===== src/rtl/pin_keypad_entry_if.sv =====
// Signal bundle between the parking controller (master) and the keypad entry block (slave).
// Strobe semantics: key_valid qualifies key_code for exactly one cycle and there is no ready;
// the slave always samples the strobe and either accepts or ignores the key. pin_valid is a
// one-cycle pulse qualifying pin, again with no back-pressure.
interface pin_keypad_entry_if;
  logic       ent_pin;
  logic       key_valid;
  logic [3:0] key_code;
  logic [7:0] pin;
  logic       pin_valid;
  logic       busy;
  logic       timeout;
  logic [1:0] digit_cnt;
  logic [2:0] dbg_state;

  modport master (
    output ent_pin, key_valid, key_code,
    input  pin, pin_valid, busy, timeout, digit_cnt, dbg_state
  );

  modport slave (
    input  ent_pin, key_valid, key_code,
    output pin, pin_valid, busy, timeout, digit_cnt, dbg_state
  );
endinterface


===== src/rtl/pin_keypad_entry.sv =====
// Two-digit BCD PIN collector with CLEAR/ENTER keys, abort on ent_pin drop and an
// inactivity timeout. Every output is registered; the FSM state is exported for debug.
module pin_keypad_entry #(
  parameter int TIMEOUT_CYCLES = 1000,
  parameter int TIMER_W        = 16
) (
  input logic              clock,
  input logic              reset,
  pin_keypad_entry_if.slave kp
);

  typedef enum logic [2:0] {
    S_IDLE     = 3'd0,
    S_DIG1     = 3'd1,
    S_DIG2     = 3'd2,
    S_WAIT_ENT = 3'd3,
    S_DONE     = 3'd4
  } state_t;

  localparam logic [TIMER_W-1:0] RELOAD = TIMER_W'(TIMEOUT_CYCLES - 1);

  state_t             state, state_n;
  logic               ent_pin_q;
  logic [TIMER_W-1:0] timer, timer_n;
  logic [3:0]         buf_hi, buf_hi_n, buf_lo, buf_lo_n;
  logic [7:0]         pin_r, pin_n;
  logic               pin_valid_r, pin_valid_n;
  logic               timeout_r, timeout_n;
  logic               busy_r, busy_n;
  logic [1:0]         cnt_r, cnt_n;
  logic               accepted;

  logic is_digit, is_clear, is_enter, session_start;
  assign is_digit      = kp.key_valid && (kp.key_code <= 4'd9);
  assign is_clear      = kp.key_valid && (kp.key_code == 4'hC);
  assign is_enter      = kp.key_valid && (kp.key_code == 4'hE);
  // Only a fresh rising edge of ent_pin opens a session, so a held request cannot re-arm.
  assign session_start = kp.ent_pin && !ent_pin_q;

  always_ff @(posedge clock or posedge reset) begin
    if (reset) begin
      state       <= S_IDLE;
      ent_pin_q   <= 1'b0;
      timer       <= '0;
      buf_hi      <= 4'h0;
      buf_lo      <= 4'h0;
      pin_r       <= 8'h00;
      pin_valid_r <= 1'b0;
      timeout_r   <= 1'b0;
      busy_r      <= 1'b0;
      cnt_r       <= 2'd0;
    end else begin
      state       <= state_n;
      ent_pin_q   <= kp.ent_pin;
      timer       <= timer_n;
      buf_hi      <= buf_hi_n;
      buf_lo      <= buf_lo_n;
      pin_r       <= pin_n;
      pin_valid_r <= pin_valid_n;
      timeout_r   <= timeout_n;
      busy_r      <= busy_n;
      cnt_r       <= cnt_n;
    end
  end

  always_comb begin
    state_n     = state;
    timer_n     = timer;
    buf_hi_n    = buf_hi;
    buf_lo_n    = buf_lo;
    pin_n       = pin_r;
    pin_valid_n = 1'b0;
    timeout_n   = 1'b0;
    accepted    = 1'b0;
    busy_n      = 1'b0;
    cnt_n       = 2'd0;

    case (state)
      S_IDLE: begin
        if (session_start) begin
          state_n  = S_DIG1;
          timer_n  = RELOAD;
          buf_hi_n = 4'h0;
          buf_lo_n = 4'h0;
        end
      end
      S_DIG1, S_DIG2, S_WAIT_ENT: begin
        if (!kp.ent_pin) begin
          // Abort outranks any key and the timer in the same cycle.
          state_n  = S_IDLE;
          buf_hi_n = 4'h0;
          buf_lo_n = 4'h0;
        end else begin
          case (state)
            S_DIG1: begin
              if (is_digit) begin
                buf_hi_n = kp.key_code;
                state_n  = S_DIG2;
                accepted = 1'b1;
              end else if (is_clear) begin
                buf_hi_n = 4'h0;
                buf_lo_n = 4'h0;
                accepted = 1'b1;
              end
            end
            S_DIG2: begin
              if (is_digit) begin
                buf_lo_n = kp.key_code;
                state_n  = S_WAIT_ENT;
                accepted = 1'b1;
              end else if (is_clear) begin
                buf_hi_n = 4'h0;
                buf_lo_n = 4'h0;
                state_n  = S_DIG1;
                accepted = 1'b1;
              end
            end
            S_WAIT_ENT: begin
              if (is_enter) begin
                pin_n       = {buf_hi, buf_lo};
                pin_valid_n = 1'b1;
                state_n     = S_DONE;
                accepted    = 1'b1;
              end else if (is_clear) begin
                buf_hi_n = 4'h0;
                buf_lo_n = 4'h0;
                state_n  = S_DIG1;
                accepted = 1'b1;
              end
            end
            default: ;
          endcase

          // An accepted key in the expiry cycle wins over the timeout.
          if (accepted) begin
            timer_n = RELOAD;
          end else if (timer == '0) begin
            state_n   = S_IDLE;
            timeout_n = 1'b1;
            buf_hi_n  = 4'h0;
            buf_lo_n  = 4'h0;
          end else begin
            timer_n = timer - 1'b1;
          end
        end
      end
      S_DONE:  state_n = S_IDLE;
      default: state_n = S_IDLE;
    endcase

    case (state_n)
      S_DIG1:     busy_n = 1'b1;
      S_DIG2:     begin busy_n = 1'b1; cnt_n = 2'd1; end
      S_WAIT_ENT: begin busy_n = 1'b1; cnt_n = 2'd2; end
      S_DONE:     cnt_n = 2'd2;
      default:    ;
    endcase
  end

  assign kp.pin       = pin_r;
  assign kp.pin_valid = pin_valid_r;
  assign kp.timeout   = timeout_r;
  assign kp.busy      = busy_r;
  assign kp.digit_cnt = cnt_r;
  assign kp.dbg_state = state;

endmodule

===== src/flat_wrapper.sv =====
// flat-port wrapper written by rule: the top's interface ports become plain ports
module pin_keypad_entry_flat 
#(
  parameter int TIMEOUT_CYCLES = 1000,
  parameter int TIMER_W        = 16
)
  (clock, reset, kp_ent_pin, kp_key_valid, kp_key_code, kp_pin, kp_pin_valid, kp_busy, kp_timeout, kp_digit_cnt, kp_dbg_state);
  pin_keypad_entry_if kp_i ();
  input logic clock;
  input logic reset;
  input wire logic [$bits(kp_i.ent_pin)-1:0] kp_ent_pin;
  input wire logic [$bits(kp_i.key_valid)-1:0] kp_key_valid;
  input wire logic [$bits(kp_i.key_code)-1:0] kp_key_code;
  output wire logic [$bits(kp_i.pin)-1:0] kp_pin;
  output wire logic [$bits(kp_i.pin_valid)-1:0] kp_pin_valid;
  output wire logic [$bits(kp_i.busy)-1:0] kp_busy;
  output wire logic [$bits(kp_i.timeout)-1:0] kp_timeout;
  output wire logic [$bits(kp_i.digit_cnt)-1:0] kp_digit_cnt;
  output wire logic [$bits(kp_i.dbg_state)-1:0] kp_dbg_state;
  assign kp_i.ent_pin = kp_ent_pin;
  assign kp_i.key_valid = kp_key_valid;
  assign kp_i.key_code = kp_key_code;
  assign kp_pin = kp_i.pin;
  assign kp_pin_valid = kp_i.pin_valid;
  assign kp_busy = kp_i.busy;
  assign kp_timeout = kp_i.timeout;
  assign kp_digit_cnt = kp_i.digit_cnt;
  assign kp_dbg_state = kp_i.dbg_state;
  pin_keypad_entry #(.TIMEOUT_CYCLES(TIMEOUT_CYCLES), .TIMER_W(TIMER_W)) u_core (.clock(clock), .reset(reset), .kp(kp_i));
endmodule

===== config.mk =====
export PLATFORM = sky130hd
export DESIGN_NAME = pin_keypad_entry_flat
export DESIGN_NICKNAME = d
export VERILOG_FILES = /design/src/rtl/pin_keypad_entry_if.sv /design/src/rtl/pin_keypad_entry.sv /design/src/flat_wrapper.sv
export SDC_FILE = /design/constraint.sdc
export NUM_CORES = 1
export LEC_CHECK = 0
export CAP_MARGIN = 30
export CORE_MARGIN = 2
export CORE_UTILIZATION = 26
export CTS_CLUSTER_SIZE = 14
export DETAILED_ROUTE_END_ITERATION = 8
export DONT_BUFFER_PORTS = 1
export GPL_ROUTABILITY_DRIVEN = 0
export GPL_TIMING_DRIVEN = 1
export HOLD_SLACK_MARGIN = 0.1
export SLEW_MARGIN = 25
export SYNTH_ARGS = -nofsm -noshare
export SYNTH_HDL_FRONTEND = slang
export SYNTH_SLANG_ARGS = --single-unit
export TNS_END_PERCENT = 5

===== constraint.sdc =====
create_clock -name clock -period 2.69 [get_ports clock]
set_clock_uncertainty 0.2 [all_clocks]
set_input_delay 0.538 -clock clock [delete_from_list [all_inputs] [get_ports clock]]
set_output_delay 0.538 -clock clock [all_outputs]
set_load 0.03 [all_outputs]

==> results of run 1 <==
cell usage after synthesis (3+ instances only):
library cell	n	area share
or2_2	3	0.0086
or3_1	7	0.020
nand2b_1	6	0.017
dfrtp_1	41	0.47
nand2_1	41	0.070
nor2b_1	9	0.026
o21ai_1	5	0.011
o31ai_1	10	0.034
or4_1	3	0.010
inv_1	10	0.017
o21ai_0	18	0.041
o41ai_1	3	0.012
nor3_1	10	0.023
o22ai_1	3	0.0086
nor2_1	21	0.036
nor4_1	3	0.0086
a21oi_1	15	0.034
clkbuf_1	3	0.0051
final timing paths:
check | start | endpoint | slack (ns) | cells past startpoint
setup / recovery | u_core.timer[6] | u_core.kp.digit_cnt[1] | 0.06 | 7
hold / removal | kp_ent_pin | u_core.kp.dbg_state[2] | 0.19 | 1
setup reg to reg | u_core.timer[6] | u_core.kp.digit_cnt[1] | 0.06 | 7
hold reg to reg | u_core.buf_hi[3] | u_core.kp.pin[7] | 0.29 | 2
max in group asynchronous | reset | u_core.timer[6] | 1.33 | 3
min in group asynchronous | reset | u_core.timer[13] | 0.61 | 3
metrics by stage:
stage | worst slack [ns] | cells | setup TNS (ns) | cell area (sq um)
floorplan | 0.00732 | 249 | 0 | 2190
global placement | 0.0687 | 370 | 0 | 2450
detailed placement | 0.0227 | 370 | 0 | 2450
CTS | 0.0154 | 380 | 0 | 2590
global route | -0.0383 | 380 | -0.174 | 2620
finish | 0.0637 | 380 | 0 | 2620
logic make-up after synthesis:
family | share of synthesized area
AOI/OAI and AO/OA | 0.248
adders and majority gates | 0.00572
buffers and inverters | 0.0389
DFF | 0.469
and+or+nand+nor | 0.238
per-layer routing:
layer / up-vias / part of all wire / GRT usage
met1: 945 / 0.46 / 0.145
met5: - / 0 / 0
li1: 948 / - / -
met3: 11 / 0.055 / 0.0298
met2: 55 / 0.46 / 0.187
met4: 0 / 0.022 / 0.0548
critical path, cell delays in order, from the launching register on:
cell      delay [ns]
dfrtp_1         0.38
or4_4           0.53
or4_4           0.43
a2111o_1        0.40
buf_4           0.19
o21ai_4         0.14
nand2b_1        0.16
o21bai_1        0.08
state kept, by name, indices dropped and copies added, names as in the netlist:
signal,count
u_core.kp.digit_cnt,2
u_core.kp.busy,1
u_core.kp.pin,8
u_core.timer,16
u_core.kp.timeout,1
u_core.buf_hi,4
u_core.kp.pin_valid,1
u_core.ent_pin_q,1
u_core.kp.dbg_state,3
u_core.buf_lo,4
what timing repair did:
action / in CTS / in global routing
resized for setup: 0 / 6
hold endpoints to repair: 42 / 0
hold buffers: 2 / 0
endpoints found under the setup margin: 0 / 22
layout make-up:
cell class,instances,share of cell area
Multi-Input combinational cell,190,0.421
Sequential cell,41,0.392
Timing Repair Buffer,25,0.0751
Tap cell,105,0.0502
Clock buffer,6,0.0316
Inverter,11,0.0158
Clock inverter,2,0.0144
cells in the final DEF, fill, tap and decap left out, drive strengths merged, types with 6 or more instances in the layout:
master  instances
nand2          41
dfrtp          41
o21ai          25
buf            23
nor2           21
a21oi          16
nor3           10
o31ai          10
inv             9
nor2b           9
or3             7
nand2b          6
clkbuf          6
report_power, final:
group          total [mW]  switching [mW]  internal, mW
registers           0.674          0.0302         0.644
logic               0.179           0.103        0.0760
clock network       0.524           0.222         0.302
==> results.py, run 1 <==
metrics = {
    "outcome": {
        "status": "completed",
    },
    "sta": {
        "slew_violations": 0,
        "slew-limit-headroom": 0.648,
        "holdWs_ns": 0.186,
        "finalHoldViolations": 0,
        "rsz0062_at_grt": "true",
        "setup_viol_count_final": 0,
        "fmax_ghz": 0.381,
        "period_share": 0.976,
        "tightest_slew_ns": 0.524,
        "final.min_clock_period_ns": 2.63,
    },
    "power_and_ir_drop": {
        "p_per_area_mw_per_mm2": 527,
        "p_total_mw": 1.38,
        "p_leak_nw": 1.11,
        "ir_drop_uv": 180,
    },
    "global_route": {
        "grt_pass1_vias": 1831,
        "grt_overflow": 0,
        "grt_pass1_wl_um": 8420,
        "grt_usage": 0.116,
        "grt_max_degree": 42,
        "antenna_found_initial": 0,
    },
    "final_layout": {
        "fillCellCount": 845,
        "ff_latch_area_sq_mm": 0.00103,
        "drive_above_1_share": 0.153,
        "post-route-util": 0.320,
        "area_delta_synth_final_pct": 19.6,
        "nNetsFinal": 283,
        "multi_input_area_sq_mm": 0.00110,
        "num_antenna_cells": 0,
    },
    "critical_path": {
        "critical_path_required_ns": 2.67,
        "cp-start-kind": "flop",
        "cp-end-kind": "flop",
        "critPathKind": "reg -> reg",
        "cp.arrival_ns": 2.61,
        "worstPathMaxFanout": 4,
    },
    "clock_network": {
        "tritoncts": "yes",
        "numCtsBuffers": 5,
        "post_cts_buffers": 0,
        "cts-root-buf": "clkbuf_8",
        "cts.clk_slew.worst_paths_ns": 0.08,
        "clk_latency_ns": 0.29,
        "htreeDepth": 2,
        "clock_path_buffers": 2,
        "clkSinkCount": 41,
    },
    "synthesis": {
        "yosysUniqueCellTypes": 47,
        "synth.net_count": 258,
        "ys_ff_latch": 41,
        "yosys_warnings": 0,
        "ys.flop_type": "dfrtp_1",
        "syn_inst": 249,
        "async_flop_share": 1.00,
        "synth_edf_count": 0,
        "syn_area_sq_mm": 0.00219,
        "syn_avg_cell_area_sq_um": 8.78,
        "seq_area_frac_synth": 0.469,
    },
    "drt": {
        "dr.pass1.iters": 5,
        "wl_per_cell_um": 13.6,
        "vias": 1959,
        "drt_iter0_markers": 91,
        "drtAntennaViolNets": 0,
        "drcViolationCount": 0,
        "vias_per_cell": 5.16,
        "drt-total-wl_um": 5170,
    },
    "place": {
        "portBuffers": 0,
        "hpwl_um": 3760,
    },
    "hold_path": {
        "hp-class": "in -> reg",
    },
    "job": {
        "max-cap-violations": 0,
    },
    "die": {
        "die_h_um": 95.7,
        "rows": 33,
        "core_area_sq_mm": 0.00818,
        "die_width_um": 95.7,
        "die-area_sq_mm": 0.00916,
        "initial_core_util": 0.268,
        "io_pins": 24,
    },
}
Power figures use the tool's default switching activity.
==> run 2: changes to the inputs <==
RECOVER_POWER = 100   (was default)
==> run 2 against run 1 <==
Wire length decreased by 0.50%. Final cell count is the same. Core utilization is 0.21 points lower. Critical path type unchanged. Critical path depth did not move.
==> results.py, run 2 (same netlist as run 1, synthesis figures left out) <==
metrics = {
    "global_route": {
        "grt.met1_usage": 0.145,
        "busiest_layer": "met2",
        "grt.met2_usage": 0.187,
        "antenna_found_initial": 0,
        "use_met3": 0.0298,
        "grt_overflow": 0,
        "grt_pass1_vias": 1831,
        "grt_pass1_wl_um": 8420,
        "grt_usage": 0.116,
        "grt_max_degree": 42,
    },
    "critical_path": {
        "cp-start-kind": "flop",
        "cpMostUsedCell": "or4_4",
        "critPathKind": "reg -> reg",
        "crit_path_start": "u_core.timer[6]",
        "path_delay_family": "simple AND/OR/NAND/NOR gates",
        "reg2reg_to": "u_core.kp.digit_cnt[1]",
        "critical_path_required_ns": 2.67,
        "crit_chain": "or4_4 -> or4_4 -> a2111o_1 -> buf_4 -> o21ai_4 -> nand2b_1 -> o21bai_1",
        "cp.arrival_ns": 2.61,
        "critPathMaxStageDelay_ns": 0.53,
        "r2r-start": "u_core.timer[6]",
        "path_buf_inv": 1,
        "ff2ff_path_depth": 7,
        "slowest_stage": "or4_4",
        "cp-end-kind": "flop",
        "r2r_setup_slack_ns": 0.06,
        "worstPathMaxFanout": 4,
    },
    "final_layout": {
        "fillCellCount": 849,
        "area_delta_synth_final_pct": 18.8,
        "num_antenna_cells": 0,
        "post-route-util": 0.318,
        "largest_register_ffs": 16,
        "nNetsFinal": 283,
        "drive_above_1_share": 0.138,
        "regMostFlops": "u_core.timer",
        "final_cell_mix": "nand2_1 (41), dfrtp_1 (41), nor2_1 (21), o21ai_0 (18), buf_4 (17)",
    },
    "drt": {
        "dr.pass1.iters": 4,
        "wl_per_cell_um": 13.5,
        "drcViolationCount": 0,
        "vias_per_cell": 5.17,
        "drt_iter0_markers": 84,
        "vias": 1966,
        "drtAntennaViolNets": 0,
        "drt-total-wl_um": 5140,
    },
    "sta": {
        "slew-limit-headroom": 0.328,
        "holdWs_ns": 0.197,
        "slew_violations": 0,
        "finalHoldViolations": 0,
        "fmax_ghz": 0.381,
        "rsz0062_at_grt": "true",
        "final.min_clock_period_ns": 2.63,
        "tightest_slew_ns": 1.01,
        "setup_viol_count_final": 0,
        "period_share": 0.977,
    },
    "clock_network": {
        "numCtsBuffers": 5,
        "post_cts_buffers": 0,
        "clkSinkCount": 41,
        "clk_latency_ns": 0.30,
        "cts.clk_slew.worst_paths_ns": 0.08,
        "tritoncts": "yes",
        "clock_path_buffers": 2,
        "cts-root-buf": "clkbuf_8",
        "htreeDepth": 2,
    },
    "die": {
        "die-area_sq_mm": 0.00916,
        "io_pins": 24,
        "initial_core_util": 0.268,
        "die_width_um": 95.7,
        "core_area_sq_mm": 0.00818,
        "rows": 33,
        "die_h_um": 95.7,
    },
    "hold_path": {
        "hp-class": "in -> reg",
        "hold-path-endpoint": "u_core.kp.dbg_state[2]",
        "hp-start": "kp_ent_pin",
        "holdPathStages": 1,
    },
    "power_and_ir_drop": {
        "ir_drop_uv": 181,
        "p_leak_nw": 1.09,
        "p_total_mw": 1.38,
        "p_per_area_mw_per_mm2": 529,
    },
    "job": {
        "max-cap-violations": 0,
    },
    "place": {
        "portBuffers": 0,
        "hpwl_um": 3760,
    },
    "outcome": {
        "status": "completed",
    },
}
[run 2: through the flow]
stage | setup TNS [ns] | setup slack, ns | cell area, sq um | instances
after floorplan | 0 | 0.00732 | 2190 | 249
after global placement | 0 | 0.0687 | 2450 | 370
after detailed placement | 0 | 0.0227 | 2450 | 370
after CTS | 0 | 0.0154 | 2590 | 380
after global routing | -0.174 | -0.0383 | 2600 | 380
final | 0 | 0.0626 | 2600 | 380
[run 2: worst max path at each step]
stage	depth (start not counted)	end
after floorplan	7	u_core.timer[3]
after global placement	7	u_core.kp.digit_cnt[0]
after detailed placement	7	u_core.kp.digit_cnt[1]
after CTS	7	u_core.kp.digit_cnt[1]
after global routing	7	u_core.timer[1]
final	7	u_core.kp.digit_cnt[1]
[run 2: layout make-up]
type | instances | area [sq um] | area share
Clock buffer | 6 | 82.6 | 0.0318
Clock inverter | 2 | 37.5 | 0.0145
Inverter | 11 | 41.3 | 0.0159
Multi-Input combinational cell | 190 | 1100 | 0.423
Sequential cell | 41 | 1030 | 0.395
Tap cell | 105 | 131 | 0.0506
Timing Repair Buffer | 25 | 179 | 0.0689
[run 2: layer usage]
| layer | vias up | share of wire | wire [um] |
|---|---|---|---|
| met5 | - | 0 | 0 |
| met4 | 0 | 0.022 | 112 |
| met3 | 12 | 0.059 | 302 |
| met2 | 65 | 0.46 | 2350 |
| met1 | 940 | 0.46 | 2370 |
| li1 | 949 | - | - |
[run 2: repair_timing]
action,CTS,global route
endpoints found under the hold margin,42,0
endpoints found under the setup margin,0,22
hold buffers,2,0
resized for setup,0,6
[run 2: worst register-to-register path, cell delays in order, from the launching register on]
cell	delay, ns
dfrtp_1	0.38
or4_4	0.53
or4_4	0.43
a2111o_1	0.40
buf_4	0.19
o21ai_4	0.15
nand2b_1	0.16
o21bai_1	0.08
[run 2: where the power goes]
group	leakage [nW]	total [mW]	internal [mW]	switching (mW)
Sequential	0.531	0.674	0.644	0.0302
Clock	0.0574	0.523	0.302	0.221
Combinational	0.503	0.177	0.0746	0.103
Total	1.09	1.38	1.02	0.354
==> run 3: changes to the inputs <==
CAP_MARGIN = 25   (was 30)
==> results of run 3 <==
Final layout, timing and power as in run 2 (identical DEF).
